## config.mk

```make
export PLATFORM = sky130hd
export DESIGN_NAME = operand_fetch_stage_flat
export DESIGN_NICKNAME = d
export VERILOG_FILES = /design/src/rtl/operand_fetch_stage_pkg.sv /design/src/rtl/operand_fetch_stage_if.sv /design/src/rtl/operand_fetch_stage_regn.sv /design/src/rtl/operand_fetch_stage.sv /design/src/flat_wrapper.sv
export SDC_FILE = /design/constraint.sdc
export NUM_CORES = 1
export LEC_CHECK = 0
export BUFFER_PORTS_ARGS = -buffer_cell sky130_fd_sc_hd__buf_2
export CAP_MARGIN = 20
export CORE_MARGIN = 2
export CORE_UTILIZATION = 42
export CTS_CLUSTER_SIZE = 16
export DETAILED_ROUTE_END_ITERATION = 8
export PLACE_DENSITY_LB_ADDON = 0.12
export SLEW_MARGIN = 0
export SYNTH_ARGS = -nofsm -noshare
export SYNTH_HDL_FRONTEND = slang
export SYNTH_SLANG_ARGS = --single-unit
```

## constraint.sdc

```tcl
create_clock -name CLK -period 3 [get_ports CLK]
set_clock_uncertainty 0.05 [all_clocks]
set_input_delay 0.15 -clock CLK [delete_from_list [all_inputs] [get_ports CLK]]
set_output_delay 0.15 -clock CLK [all_outputs]
set_load 0.05 [all_outputs]
```

## src/rtl/operand_fetch_stage_pkg.sv

```systemverilog
// Shared types and constants for the stage-2 operand fetch block.
package fetch_pkg;

    // Sequencer states, in the order the instruction words are visited.
    typedef enum logic [2:0] {
        IDLE,
        OP,
        AW,
        AV,
        BW,
        BV,
        DW,
        DONE
    } state_t;

    // Bit of word0 that selects an immediate A operand.
    localparam int IMM_A_BIT = 0;

    // Offsets of the instruction words relative to the fetched PC.
    localparam int OFF_OP      = 0;
    localparam int OFF_A       = 1;
    localparam int OFF_B       = 2;
    localparam int OFF_DEST    = 3;
    localparam int INSTR_WORDS = 4;

endpackage

```

## src/rtl/operand_fetch_stage_if.sv

```systemverilog
// Handshake and memory bus bundle for the operand fetch stage.
// The stage itself uses the slave view; the surrounding pipeline/memory uses master.
interface operand_fetch_stage_if #(
    parameter int DATA_W = 16,
    parameter int ADDR_W = 16,
    parameter int OP_W   = 8
);
    // Stage 1 side
    logic              fetch_valid;
    logic [ADDR_W-1:0] fetch_pc;
    logic              fetch_ready;
    logic              flush;

    // Memory read port
    logic              mem_req;
    logic [ADDR_W-1:0] mem_addr;
    logic              mem_ack;
    logic [DATA_W-1:0] mem_rdata;

    // Stage 3 side
    logic              out_valid;
    logic              out_ready;
    logic [OP_W-1:0]   op_out;
    logic [DATA_W-1:0] a_out;
    logic [DATA_W-1:0] b_out;
    logic [ADDR_W-1:0] dest_out;
    logic [ADDR_W-1:0] next_pc;

    modport master (
        output fetch_valid, fetch_pc, flush, mem_ack, mem_rdata, out_ready,
        input  fetch_ready, mem_req, mem_addr, out_valid,
               op_out, a_out, b_out, dest_out, next_pc
    );

    modport slave (
        input  fetch_valid, fetch_pc, flush, mem_ack, mem_rdata, out_ready,
        output fetch_ready, mem_req, mem_addr, out_valid,
               op_out, a_out, b_out, dest_out, next_pc
    );

endinterface

```

## src/rtl/operand_fetch_stage_regn.sv

```systemverilog
// Generic enabled register, cleared by the asynchronous reset.
module regn #(
    parameter int W = 8
) (
    input  logic         CLK,
    input  logic         reset,
    input  logic         en,
    input  logic [W-1:0] d,
    output logic [W-1:0] q
);

    // Load d when enabled; otherwise hold.
    always_ff @(posedge CLK or posedge reset) begin
        if (reset) begin
            q <= '0;
        end else if (en) begin
            q <= d;
        end
    end

endmodule

```

## src/rtl/operand_fetch_stage.sv

```systemverilog
// Stage-2 operand fetch: reads opcode, A (immediate or indirect), B (indirect)
// and destination for the instruction at fetch_pc, then presents them to
// stage 3 under a valid/ready handshake.
module operand_fetch_stage
    import fetch_pkg::*;
#(
    parameter int DATA_W = 16,
    parameter int ADDR_W = 16,
    parameter int OP_W   = 8
) (
    input  logic                 CLK,
    input  logic                 reset,
    operand_fetch_stage_if.slave bus
);

    state_t            state_reg;
    state_t            state_next;

    logic [ADDR_W-1:0] pc_reg;
    logic [ADDR_W-1:0] next_pc_reg;
    logic [ADDR_W-1:0] ptr_reg;
    logic [ADDR_W-1:0] dest_reg;
    logic [OP_W-1:0]   op_reg;
    logic              imm_reg;
    logic [DATA_W-1:0] a_reg;
    logic [DATA_W-1:0] b_reg;

    logic              pc_en;
    logic              op_en;
    logic              ptr_en;
    logic              a_en;
    logic              b_en;
    logic              dest_en;

    logic              mem_req;
    logic [ADDR_W-1:0] mem_addr;
    logic              fetch_ready;
    logic              out_valid;
    logic              ack_ok;

    // A read completes only if flush is not aborting the instruction this cycle.
    assign ack_ok = bus.mem_ack && !bus.flush;

    // State register.
    always_ff @(posedge CLK or posedge reset) begin
        if (reset) begin
            state_reg <= IDLE;
        end else begin
            state_reg <= state_next;
        end
    end

    // Next state, read address mux, register enables and handshake outputs.
    always_comb begin
        state_next  = state_reg;
        mem_req     = 1'b0;
        mem_addr    = '0;
        fetch_ready = 1'b0;
        out_valid   = 1'b0;
        pc_en       = 1'b0;
        op_en       = 1'b0;
        ptr_en      = 1'b0;
        a_en        = 1'b0;
        b_en        = 1'b0;
        dest_en     = 1'b0;

        case (state_reg)
            IDLE: begin
                fetch_ready = !bus.flush;
                if (bus.fetch_valid && !bus.flush) begin
                    pc_en      = 1'b1;
                    state_next = OP;
                end
            end
            OP: begin
                mem_req  = 1'b1;
                mem_addr = pc_reg + ADDR_W'(OFF_OP);
                if (ack_ok) begin
                    op_en      = 1'b1;
                    state_next = AW;
                end
            end
            AW: begin
                mem_req  = 1'b1;
                mem_addr = pc_reg + ADDR_W'(OFF_A);
                if (ack_ok) begin
                    // Immediate A is the word itself; otherwise it points at A.
                    if (imm_reg) begin
                        a_en       = 1'b1;
                        state_next = BW;
                    end else begin
                        ptr_en     = 1'b1;
                        state_next = AV;
                    end
                end
            end
            AV: begin
                mem_req  = 1'b1;
                mem_addr = ptr_reg;
                if (ack_ok) begin
                    a_en       = 1'b1;
                    state_next = BW;
                end
            end
            BW: begin
                mem_req  = 1'b1;
                mem_addr = pc_reg + ADDR_W'(OFF_B);
                if (ack_ok) begin
                    ptr_en     = 1'b1;
                    state_next = BV;
                end
            end
            BV: begin
                mem_req  = 1'b1;
                mem_addr = ptr_reg;
                if (ack_ok) begin
                    b_en       = 1'b1;
                    state_next = DW;
                end
            end
            DW: begin
                mem_req  = 1'b1;
                mem_addr = pc_reg + ADDR_W'(OFF_DEST);
                if (ack_ok) begin
                    dest_en    = 1'b1;
                    state_next = DONE;
                end
            end
            DONE: begin
                out_valid = 1'b1;
                if (bus.out_ready) begin
                    state_next = IDLE;
                end
            end
            default: begin
                state_next = IDLE;
            end
        endcase

        // Flush abandons whatever is in flight; data registers keep their values.
        if (bus.flush) begin
            state_next = IDLE;
        end
    end

    // Field registers, each loaded from the accepted PC or the returning read word.
    regn #(.W(ADDR_W)) u_pc (
        .CLK(CLK), .reset(reset), .en(pc_en),
        .d(bus.fetch_pc), .q(pc_reg)
    );

    regn #(.W(ADDR_W)) u_next_pc (
        .CLK(CLK), .reset(reset), .en(pc_en),
        .d(bus.fetch_pc + ADDR_W'(INSTR_WORDS)), .q(next_pc_reg)
    );

    regn #(.W(OP_W)) u_op (
        .CLK(CLK), .reset(reset), .en(op_en),
        .d(bus.mem_rdata[DATA_W-1 -: OP_W]), .q(op_reg)
    );

    regn #(.W(1)) u_imm (
        .CLK(CLK), .reset(reset), .en(op_en),
        .d(bus.mem_rdata[IMM_A_BIT]), .q(imm_reg)
    );

    regn #(.W(ADDR_W)) u_ptr (
        .CLK(CLK), .reset(reset), .en(ptr_en),
        .d(bus.mem_rdata[ADDR_W-1:0]), .q(ptr_reg)
    );

    regn #(.W(DATA_W)) u_a (
        .CLK(CLK), .reset(reset), .en(a_en),
        .d(bus.mem_rdata), .q(a_reg)
    );

    regn #(.W(DATA_W)) u_b (
        .CLK(CLK), .reset(reset), .en(b_en),
        .d(bus.mem_rdata), .q(b_reg)
    );

    regn #(.W(ADDR_W)) u_dest (
        .CLK(CLK), .reset(reset), .en(dest_en),
        .d(bus.mem_rdata[ADDR_W-1:0]), .q(dest_reg)
    );

    assign bus.fetch_ready = fetch_ready;
    assign bus.mem_req     = mem_req;
    assign bus.mem_addr    = mem_addr;
    assign bus.out_valid   = out_valid;
    assign bus.op_out      = op_reg;
    assign bus.a_out       = a_reg;
    assign bus.b_out       = b_reg;
    assign bus.dest_out    = dest_reg;
    assign bus.next_pc     = next_pc_reg;

endmodule
```

## src/flat_wrapper.sv

```systemverilog
// flat-port wrapper written by rule: the top's interface ports become plain ports
module operand_fetch_stage_flat import fetch_pkg::*;
#(
    parameter int DATA_W = 16,
    parameter int ADDR_W = 16,
    parameter int OP_W   = 8
)
  (CLK, reset, bus_fetch_valid, bus_fetch_pc, bus_flush, bus_mem_ack, bus_mem_rdata, bus_out_ready, bus_fetch_ready, bus_mem_req, bus_mem_addr, bus_out_valid, bus_op_out, bus_a_out, bus_b_out, bus_dest_out, bus_next_pc);
  operand_fetch_stage_if #(.DATA_W(DATA_W), .ADDR_W(ADDR_W), .OP_W(OP_W)) bus_i ();
  input  logic CLK;
  input  logic reset;
  input wire logic [$bits(bus_i.fetch_valid)-1:0] bus_fetch_valid;
  input wire logic [$bits(bus_i.fetch_pc)-1:0] bus_fetch_pc;
  input wire logic [$bits(bus_i.flush)-1:0] bus_flush;
  input wire logic [$bits(bus_i.mem_ack)-1:0] bus_mem_ack;
  input wire logic [$bits(bus_i.mem_rdata)-1:0] bus_mem_rdata;
  input wire logic [$bits(bus_i.out_ready)-1:0] bus_out_ready;
  output wire logic [$bits(bus_i.fetch_ready)-1:0] bus_fetch_ready;
  output wire logic [$bits(bus_i.mem_req)-1:0] bus_mem_req;
  output wire logic [$bits(bus_i.mem_addr)-1:0] bus_mem_addr;
  output wire logic [$bits(bus_i.out_valid)-1:0] bus_out_valid;
  output wire logic [$bits(bus_i.op_out)-1:0] bus_op_out;
  output wire logic [$bits(bus_i.a_out)-1:0] bus_a_out;
  output wire logic [$bits(bus_i.b_out)-1:0] bus_b_out;
  output wire logic [$bits(bus_i.dest_out)-1:0] bus_dest_out;
  output wire logic [$bits(bus_i.next_pc)-1:0] bus_next_pc;
  assign bus_i.fetch_valid = bus_fetch_valid;
  assign bus_i.fetch_pc = bus_fetch_pc;
  assign bus_i.flush = bus_flush;
  assign bus_i.mem_ack = bus_mem_ack;
  assign bus_i.mem_rdata = bus_mem_rdata;
  assign bus_i.out_ready = bus_out_ready;
  assign bus_fetch_ready = bus_i.fetch_ready;
  assign bus_mem_req = bus_i.mem_req;
  assign bus_mem_addr = bus_i.mem_addr;
  assign bus_out_valid = bus_i.out_valid;
  assign bus_op_out = bus_i.op_out;
  assign bus_a_out = bus_i.a_out;
  assign bus_b_out = bus_i.b_out;
  assign bus_dest_out = bus_i.dest_out;
  assign bus_next_pc = bus_i.next_pc;
  operand_fetch_stage #(.DATA_W(DATA_W), .ADDR_W(ADDR_W), .OP_W(OP_W)) u_core (.CLK(CLK), .reset(reset), .bus(bus_i));
endmodule
```

==> flow_summary.toml, run 1 <==
[status]
outcome = "finished clean"

[sta]
fin_crit_share = 0.875
slew_headroom = 0.460
finalMaxSlewViolations = 0
report.final.hold_viol_count = 0
finalSetupViolations = 0
timing.fmax_ghz = 0.381
tightestPinTransition_ns = 0.808
post-route-min-period_ns = 2.63
tns_ns = 0
unrepaired_setup_endpoints_after_global_routing = "no"
fin_ws_ns = 0.374

[cts]
cts_num_sinks = 106
htree_levels = 3
hold_buffers = 5
post-cts-setup-buffer-count = 0
cts_inserted_buffers = 9
clk-insertion-delay-late_ns = 0.35
cts-root-to-sink-buffers = 2
cts.clk_slew.worst_paths_ns = 0.07
cts-resized-gates = 0
master_cell_of_the_clock_root_buffer = "clkbuf_16"
cts_tree = "built"

[critical_path]
crit_cells = 6
criticalPathCategory = "register to primary output"
cpPeakStageDelay_ns = 0.62
arrival_ns = 2.43
crit_required_ns = 2.80
critical_path.slowest_cell = "dfrtp_1"
critical_path.max_fanout = 15
cp_num_buf_inv = 1
timing.critical_path.from_type = "register"
setup.worst_path.end_class = "primary output"
reg2regPathDepth = 4
crit_chain = "ha_1, nand4_1, nor3_1, xnor2_1, o221ai_1, buf_2"
critPathTopFamily = "flip-flops"

[job]
cap_violations = 0

[synth]
synth_edf_count = 0
number_of_warnings_reported_in_the_yosys_synthesis_log = 0
synth-seq-cells = 106
synth_cell_types = 55
fraction_of_the_yosys_area_taken_by_sequential_cells = 0.481
synth_area_um2 = 5510
postSynthAreaPerCell_um2 = 11.5
asyncSetResetFlopFracSynth = 1.00
yosys_most_used_dff = "dfrtp_1"
syn_inst = 480
synthesis.nets = 521

[floorplanning]
die-height_um = 119
num_io_pins = 129
core_area_um2 = 12700
initial_utilization = 0.433
rows = 41
dieWidth_um = 119
fp.dieArea_um2 = 14100

[global_route]
global_route_wire_length_before_repair_mm = 21.9
grt_pass1_vias = 4154
grt_start_max_net_pins = 53
grt_usage = 0.195
grt_overflow = 0
number_of_antenna_violations_at_the_first_check_in_global_routing = 0

[detailed_routing]
drt_drc_violations_left = 0
first_pass_iters = 4
final_ant_viol_nets = 0
via_count = 4079
first_drt_iteration_drcs = 152
wire_per_inst_um = 16.9
vias_per_cell = 5.26
detailed_route_wl_mm = 13.1

[power]
power_per_cell_area_nw_per_um2 = 1090
leakagePower_nw = 3.17
power.ir.vdd_worst_uv = 456

[final_layout]
nFillCells = 1217
drive_above_1_share = 0.414
diodes = 0
finalNetCount = 640
growth_of_design_area_from_synthesis_to_finish_pct = 19.1
final_design_area_excluding_fillers_um2 = 6570

[placement]
post-dp-hpwl_mm = 9.53
gp_weighted_congestion = 0.861
post_place_setup_slack_ns = 0.714
dpl_cell_area_um2 = 6240
port_buffers = 128

[worst_hold_path]
whs_path_cells = 2
holdCritPathClass = "input port to register"
-- worst register-to-register path: cells and delay by family, from the launching register on --
kind | cells | cell delay [ns]
and+or+nand+nor | 2 | 0.88
muxes | 1 | 0.48
DFF | 1 | 0.38
buffers and inverters | 1 | 0.27
-- synth_stat cells (4+ instances only) --
cell type  count  share of area
dfrtp_1      106           0.48
mux2_2        82           0.17
nand2_1       45          0.031
o21ai_0       23          0.021
nor2_1        21          0.014
xnor2_1       21          0.033
nand3_1       16          0.015
xor2_1        16          0.025
buf_2         12          0.011
a22o_1        10          0.016
mux2_1        10          0.020
clkbuf_1       8         0.0054
a22oi_1        7         0.0095
nand4_1        7         0.0079
o221ai_1       7          0.011
a21oi_1        6         0.0054
and3_1         6         0.0068
buf_4          6         0.0082
nand2b_1       6         0.0068
nor3_1         6         0.0054
o21ai_1        5         0.0045
and4_1         4         0.0064
buf_6          4         0.0082
nor2b_1        4         0.0045
-- final timing paths --
path	startpoint	endpoint	slack, ns
worst max-delay path	u_core.u_next_pc.q[1]	bus_mem_addr[13]	0.37
worst max register to register	u_core.state_reg[0]	u_core.u_pc.q[7]	0.82
min in group asynchronous	reset	u_core.u_a.q[11]	0.38
max in group asynchronous	reset	u_core.u_next_pc.q[5]	1.61
worst min-delay path	bus_mem_rdata[5]	u_core.u_ptr.q[5]	0.005
worst min register to register	u_core.u_next_pc.q[15]	u_core.u_next_pc.q[15]	0.43
-- routing by layer --
| layer | GRT usage | routed length [um] |
|---|---|---|
| met4 | 0.0662 | 163 |
| met5 | 0 | 0 |
| met3 | 0.0439 | 672 |
| met1 | 0.273 | 6130 |
| met2 | 0.299 | 6130 |
-- per-stage QoR --
stage / hold slack, ns / total power [mW] / utilization / instances
after floorplan: 0.163 / 5.29 / - / 480
after global placement: 0.237 / 6.07 / 0.490 / 755
after detailed placement: 0.245 / 6.11 / 0.490 / 755
after CTS: 0.00142 / 7.25 / 0.516 / 776
after global routing: 0.0115 / 7.62 / 0.516 / 776
final: 0.00546 / 7.18 / 0.516 / 776
-- report_power, final --
group / total, mW / switching, mW / internal (mW)
Clock: 1.11 / 0.521 / 0.587
Combinational: 3.59 / 2.48 / 1.11
Sequential: 2.49 / 0.551 / 1.94
Total: 7.18 / 3.55 / 3.64
-- kinds of logic (layout without fill, tap and decap cells) --
kind of cell | count (synthesis) | in the layout | share of synthesized area
AND/OR/NAND/NOR | 134 | 134 | 0.133
flip-flops | 106 | 106 | 0.481
multiplexers | 95 | 95 | 0.193
AO/OA/AOI/OAI | 70 | 70 | 0.0903
XOR/XNOR | 37 | 37 | 0.0588
buffers and inverters | 35 | 159 | 0.0363
adder cells (fa/ha/maj) | 3 | 3 | 0.00681
-- final cells by class --
class	count	area [um2]	share of cell area
repair buffers	140	743	0.113
flip-flops and latches	106	2650	0.404
multi-input cells	339	2660	0.405
clock inverters	6	41.3	0.00629
inverters	3	13.8	0.00210
clock buffers	10	239	0.0364
well taps	172	215	0.0328
-- layout by cell type (no fill, tap or decap), types with 4 or more instances in the layout --
| cell | instances |
|---|---|
| nor3_1 | 6 |
| dfrtp_1 | 106 |
| a22oi_1 | 7 |
| nor2b_1 | 4 |
| nand2_1 | 45 |
| nand4_1 | 7 |
| xor2_1 | 16 |
| and4_1 | 4 |
| buf_2 | 128 |
| o221ai_1 | 7 |
| dlygate4sd3_1 | 5 |
| nand3_1 | 16 |
| and3_1 | 6 |
| nand2b_1 | 6 |
| a22o_1 | 10 |
| mux2_1 | 10 |
| o21ai_1 | 5 |
| o21ai_0 | 23 |
| buf_4 | 7 |
| clkbuf_16 | 9 |
| a21oi_1 | 6 |
| mux2_2 | 82 |
| nor2_1 | 21 |
| xnor2_1 | 21 |
No activity file was read; power rests on OpenSTA's default activity.
==> run 2, diff against run 1 <==
Settings changed: RECOVER_POWER from default to 50, SYNTH_HIERARCHICAL from default to 1.
==> flow_summary.toml, run 2 <==
[status]
outcome = "finished clean"

[synth]
synthesis.nets = 540
synth_area_leaders = "dfrtp_1 44%, mux2_4 17%, mux2_2 7.4%"
synth_area_leader_cell = "dfrtp_1"
yosys_most_used_dff = "dfrtp_1"
synth-seq-cells = 108
synthDominantCellAreaShare = 0.444
synth_area_um2 = 6090
fraction_of_the_yosys_area_taken_by_sequential_cells = 0.444
yosys.cell_count.top_type = "dfrtp_1"
asyncSetResetFlopFracSynth = 1.00
syn_inst = 499
number_of_warnings_reported_in_the_yosys_synthesis_log = 6
postSynthAreaPerCell_um2 = 12.2
synth_cell_types = 60
synth_edf_count = 0
top_cells_by_instance_count_after_synthesis = "108 x dfrtp_1, 69 x mux2_4, 40 x mux2_2"

[sta]
unrepaired_setup_endpoints_after_global_routing = "no"
report.final.hold_viol_count = 0
post-route-min-period_ns = 2.83
slew_headroom = 0.532
fin_hold_ws_ns = 0.0135
finalMaxSlewViolations = 0
tns_ns = 0
timing.fmax_ghz = 0.353
tightestPinTransition_ns = 0.701
fin_crit_share = 0.943
fin_ws_ns = 0.170
finalSetupViolations = 0

[detailed_routing]
vias_per_cell = 5.28
final_ant_viol_nets = 0
via_count = 4285
wire_per_inst_um = 18.2
detailed_route_wl_mm = 14.8
first_pass_iters = 5
first_drt_iteration_drcs = 237
drt_drc_violations_left = 0

[global_route]
global_route_wire_length_before_repair_mm = 24.2
grt_pass1_vias = 4392
grt_start_max_net_pins = 36
grt_usage = 0.194
number_of_antenna_violations_at_the_first_check_in_global_routing = 0
grt_overflow = 0

[critical_path]
arrival_ns = 2.63
setup.worst_path.end_class = "primary output"
criticalPathCategory = "register to primary output"
reg2regPathDepth = 5
crit_required_ns = 2.80
critical_path.reg2reg.startpoint = "u_core/state_reg[1]"
critical_path.max_fanout = 12
timing.critical_path.from_type = "register"
reg2reg_slack_ns = 0.70
critical_path.reg2reg.endpoint = "u_core/u_pc/q[13]"

[floorplanning]
rows = 44
dieWidth_um = 124
num_io_pins = 129
core_area_um2 = 14400
initial_utilization = 0.424
fp.dieArea_um2 = 15500
die-height_um = 124

[placement]
gp_weighted_congestion = 0.863
post-dp-hpwl_mm = 10.9
port_buffers = 128
dp_cells = 789
post_place_setup_slack_ns = 0.485

[power]
power.ir.vdd_worst_uv = 352
post-layout-total-power_mw = 5.73
leakagePower_nw = 3.18
power_per_cell_area_nw_per_um2 = 814

[final_layout]
final_common_cell = "dfrtp_1"
finalNetCount = 663
diodes = 0
growth_of_design_area_from_synthesis_to_finish_pct = 15.7
drive_above_1_share = 0.378
mostFrequentLayoutCells = "107 x dfrtp_1, 80 x buf_2, 69 x mux2_4"
layoutNonFillerInstCount = 811

[worst_hold_path]
holdCritStartpoint = "bus_fetch_pc[7]"
worstHoldEndpoint = "u_core/u_pc/q[7]"
holdCritPathClass = "input port to register"
whs_path_cells = 2

[cts]
cts-root-to-sink-buffers = 2
cts_tree = "built"
clk-insertion-delay-late_ns = 0.36
cts_inserted_buffers = 9
cts.clk_slew.worst_paths_ns = 0.08
htree_levels = 3
master_cell_of_the_clock_root_buffer = "clkbuf_16"
cts_num_sinks = 108

[job]
cap_violations = 0
==> run 2: cell count changes after synthesis, sizes merged, moves of 5 or more <==
cell,change
nand2,-20
mux2,+17
inv,+12
a21oi,+10
a22o,-10
mux2i,+10
o21ai,-7
xor2,-6
nor2,+5
==> run 2: logic make-up after synthesis <==
| group | count (synthesis) | share of synthesized area |
|---|---|---|
| buffers and inverters | 52 | 0.0674 |
| muxes | 122 | 0.266 |
| adders and majority gates | 4 | 0.00781 |
| and+or+nand+nor | 113 | 0.0974 |
| AOI/OAI and AO/OA | 68 | 0.0719 |
| DFF | 108 | 0.444 |
| xor gates and xnor gates | 32 | 0.0460 |
==> run 2: worst max-delay path, cell delays in order, from the launching register on <==
cell and delay, ns:
dfrtp_2 0.50, nand3b_4 0.21, xnor2_1 0.17, ha_1 0.25, o21bai_2 0.17, or3_1 0.37
mux2i_1 0.13, o21ai_1 0.17, buf_2 0.29
==> run 2: repair_timing <==
action / 4_1_cts / 5_1_grt
setup buffers: 0 / 0
gates resized for setup: 0 / 1
hold endpoints to repair: 116 / 0
endpoints found under the setup margin: 0 / 4
hold buffers: 6 / 0
==> run 2: power breakdown <==
group	switching (mW)	internal [mW]	total (mW)
Combinational	1.51	0.793	2.30
Sequential	0.388	1.83	2.22
Clock	0.601	0.612	1.21
Total	2.50	3.24	5.73
==> run 2: routing by layer <==
metal,routed length (um),global-route usage,share of wire
met4,176,0.0463,0.012
met2,6820,0.299,0.46
met5,0,0,0
met1,7000,0.281,0.47
met3,765,0.0382,0.052
==> run 2: per-stage QoR <==
step / util / instance area [um2]
CTS: 0.495 / 7110
floorplan: - / 6090
finish: 0.490 / 7050
global placement: 0.469 / 6740
global route: 0.490 / 7050
detailed placement: 0.469 / 6740
==> run 2: worst max path at each step <==
stage / slack [ns] / start / cells past startpoint / endpoint
5_1_grt: 0.02 / u_core/state_reg[0] / 8 / bus_mem_addr[10]
4_1_cts: 0.08 / u_core/state_reg[0] / 8 / bus_mem_addr[10]
6_report: 0.17 / u_core/state_reg[0] / 8 / bus_mem_addr[10]
3_3_place_gp: 0.59 / u_core/state_reg[0] / 8 / bus_mem_addr[10]
3_5_place_dp: 0.48 / u_core/state_reg[0] / 8 / bus_mem_addr[10]
2_1_floorplan: 0.18 / u_core/state_reg[2] / 8 / u_core/u_next_pc/q[10]
==> run 2: layout make-up <==
| class | instances | area [um2] |
|---|---|---|
| fillers | 1318 | 7320 |
| multi-input cells | 339 | 3000 |
| flip-flops and latches | 108 | 2700 |
| repair buffers | 148 | 746 |
| clock buffers | 10 | 239 |
| well taps | 184 | 230 |
| clock inverters | 6 | 67.6 |
| inverters | 16 | 60.1 |
==> run 3, diff against run 2 <==
Settings changed: SYNTH_HIERARCHICAL 1 to default.
Clock period 3 ns to 3.2 ns, I/O delays scaled along.
==> flow_summary.toml, run 3 (same netlist as run 1, synthesis figures left out) <==
[cts]
master_cell_of_the_clock_root_buffer = "clkbuf_16"
cts_inserted_buffers = 9
cts-root-to-sink-buffers = 2
cts_num_sinks = 106
clk-insertion-delay-late_ns = 0.35
cts-resized-gates = 0
cts_tree = "built"
cts.clk_slew.worst_paths_ns = 0.07
htree_levels = 3

[detailed_routing]
final_ant_viol_nets = 0
vias_per_cell = 5.23
first_drt_iteration_drcs = 165
detailed_route_wl_mm = 13.2
via_count = 4041
drt_drc_violations_left = 0
first_pass_iters = 4
wire_per_inst_um = 17.1

[sta]
post-route-min-period_ns = 2.68
finalMaxSlewViolations = 48
fin_hold_ws_ns = 0.0173
slew_headroom = -0.253
fin_ws_ns = 0.522
tns_ns = 0
fin_crit_share = 0.837
tightestPinTransition_ns = 1.88
report.final.hold_viol_count = 0
timing.fmax_ghz = 0.373
finalSetupViolations = 0
unrepaired_setup_endpoints_after_global_routing = "no"

[floorplanning]
core_area_um2 = 12700
die-height_um = 119
fp.dieArea_um2 = 14100
rows = 41
initial_utilization = 0.433
dieWidth_um = 119
num_io_pins = 129

[power]
p_int_mw = 3.30
power_per_cell_area_nw_per_um2 = 1030
post-layout-total-power_mw = 6.63
leakagePower_nw = 2.88
net-switching-power_mw = 3.33
pwr-share-clk = 0.155
power.share.switching = 0.502
combinationalPowerShare = 0.491
power.ir.vdd_worst_uv = 438
fraction_of_power_consumed_by_sequential_logic = 0.354

[worst_hold_path]
holdCritPathClass = "input port to register"
whs_path_cells = 2

[final_layout]
finalNetCount = 636
mostFrequentLayoutCells = "106 x dfrtp_1, 82 x mux2_2, 72 x clkbuf_1"
final_common_cell = "dfrtp_1"
diodes = 0
drive_above_1_share = 0.292
growth_of_design_area_from_synthesis_to_finish_pct = 16.9

[placement]
post_place_setup_slack_ns = 0.887
port_buffers = 128
post-dp-hpwl_mm = 9.37
gp_weighted_congestion = 0.862

[job]
cap_violations = 1

[critical_path]
arrival_ns = 2.47
timing.critical_path.from_type = "register"
criticalPathCategory = "register to primary output"
setup.worst_path.end_class = "primary output"
critical_path.max_fanout = 15
crit_required_ns = 2.99
reg2regPathDepth = 4

[status]
outcome = "complete, but fails checks"
violated_checks = "capacitance limit, slew limit"

[global_route]
grt_pass1_vias = 4070
grt_usage = 0.194
global_route_wire_length_before_repair_mm = 21.7
grt_start_max_net_pins = 60
grt_overflow = 0
number_of_antenna_violations_at_the_first_check_in_global_routing = 0
-- run 3: changes by cell type in the layout (fill, tap and decap cells not counted), moves of 6 or more --
| cell | change |
|---|---|
| inv_1 | -12 |
| xor2_1 | +6 |
| a22o_1 | +10 |
| a21oi_1 | -10 |
| nand2_1 | +19 |
| mux2_2 | +42 |
| clkbuf_1 | +24 |
| mux2i_1 | -10 |
| buf_4 | -10 |
| mux2_4 | -69 |
| mux2_1 | +10 |
| buf_2 | -22 |
-- run 3: power groups by stage --
stage,registers [mW],clock network (mW),logic (mW)
CTS,2.34,1.07,3.37
detailed placement,2.36,0,3.35
global route,2.43,1.12,3.48
floorplan,3.06,0,1.89
finish,2.35,1.03,3.26
global placement,2.34,0,3.33
-- run 3: layout make-up --
class | count | area (um2)
fillers | 1254 | 6280
multi-input cells | 339 | 2660
flip-flops and latches | 106 | 2650
repair buffers | 136 | 633
clock buffers | 11 | 233
well taps | 172 | 215
clock inverters | 5 | 37.5
inverters | 3 | 11.3
-- run 3: worst max-delay path: stages, from the launching register on --
cell and delay, ns:
dfrtp_1 0.63, ha_1 0.31, nand4_1 0.28, nor3_1 0.28, xnor2_1 0.09, o221ai_1 0.22, buf_2 0.31
-- run 3: routing by layer --
layer / track usage / routed length (um)
met1: 0.266 / 6170
met3: 0.0516 / 689
met4: 0.0640 / 189
met5: 0 / 0
met2: 0.299 / 6120
-- run 3: timing repair --
| action | in CTS | in global routing |
|---|---|---|
| hold buffers | 3 | 0 |
| buffers inserted | 0 | 0 |
| hold endpoints to repair | 49 | 0 |
-- run 3: final timing paths --
kind,start,endpoint,slack [ns]
min in group asynchronous,reset,u_core.u_op.q[5],0.90
max in group asynchronous,reset,u_core.u_next_pc.q[1],1.09
hold / removal,bus_flush,u_core.state_reg[0],0.02
setup / recovery,u_core.u_next_pc.q[1],bus_mem_addr[13],0.52
hold reg to reg,u_core.u_next_pc.q[2],u_core.u_next_pc.q[2],0.43
setup reg to reg,u_core.state_reg[0],u_core.u_pc.q[8],1.02
-- run 3: through the flow --
step           cells  instance area, um2   util
3_3_place_gp     753                6230  0.490
3_5_place_dp     753                6230  0.490
4_1_cts          772                6530  0.514
6_report         772                6440  0.506
2_1_floorplan    480                5510      -
5_1_grt          772                6440  0.506
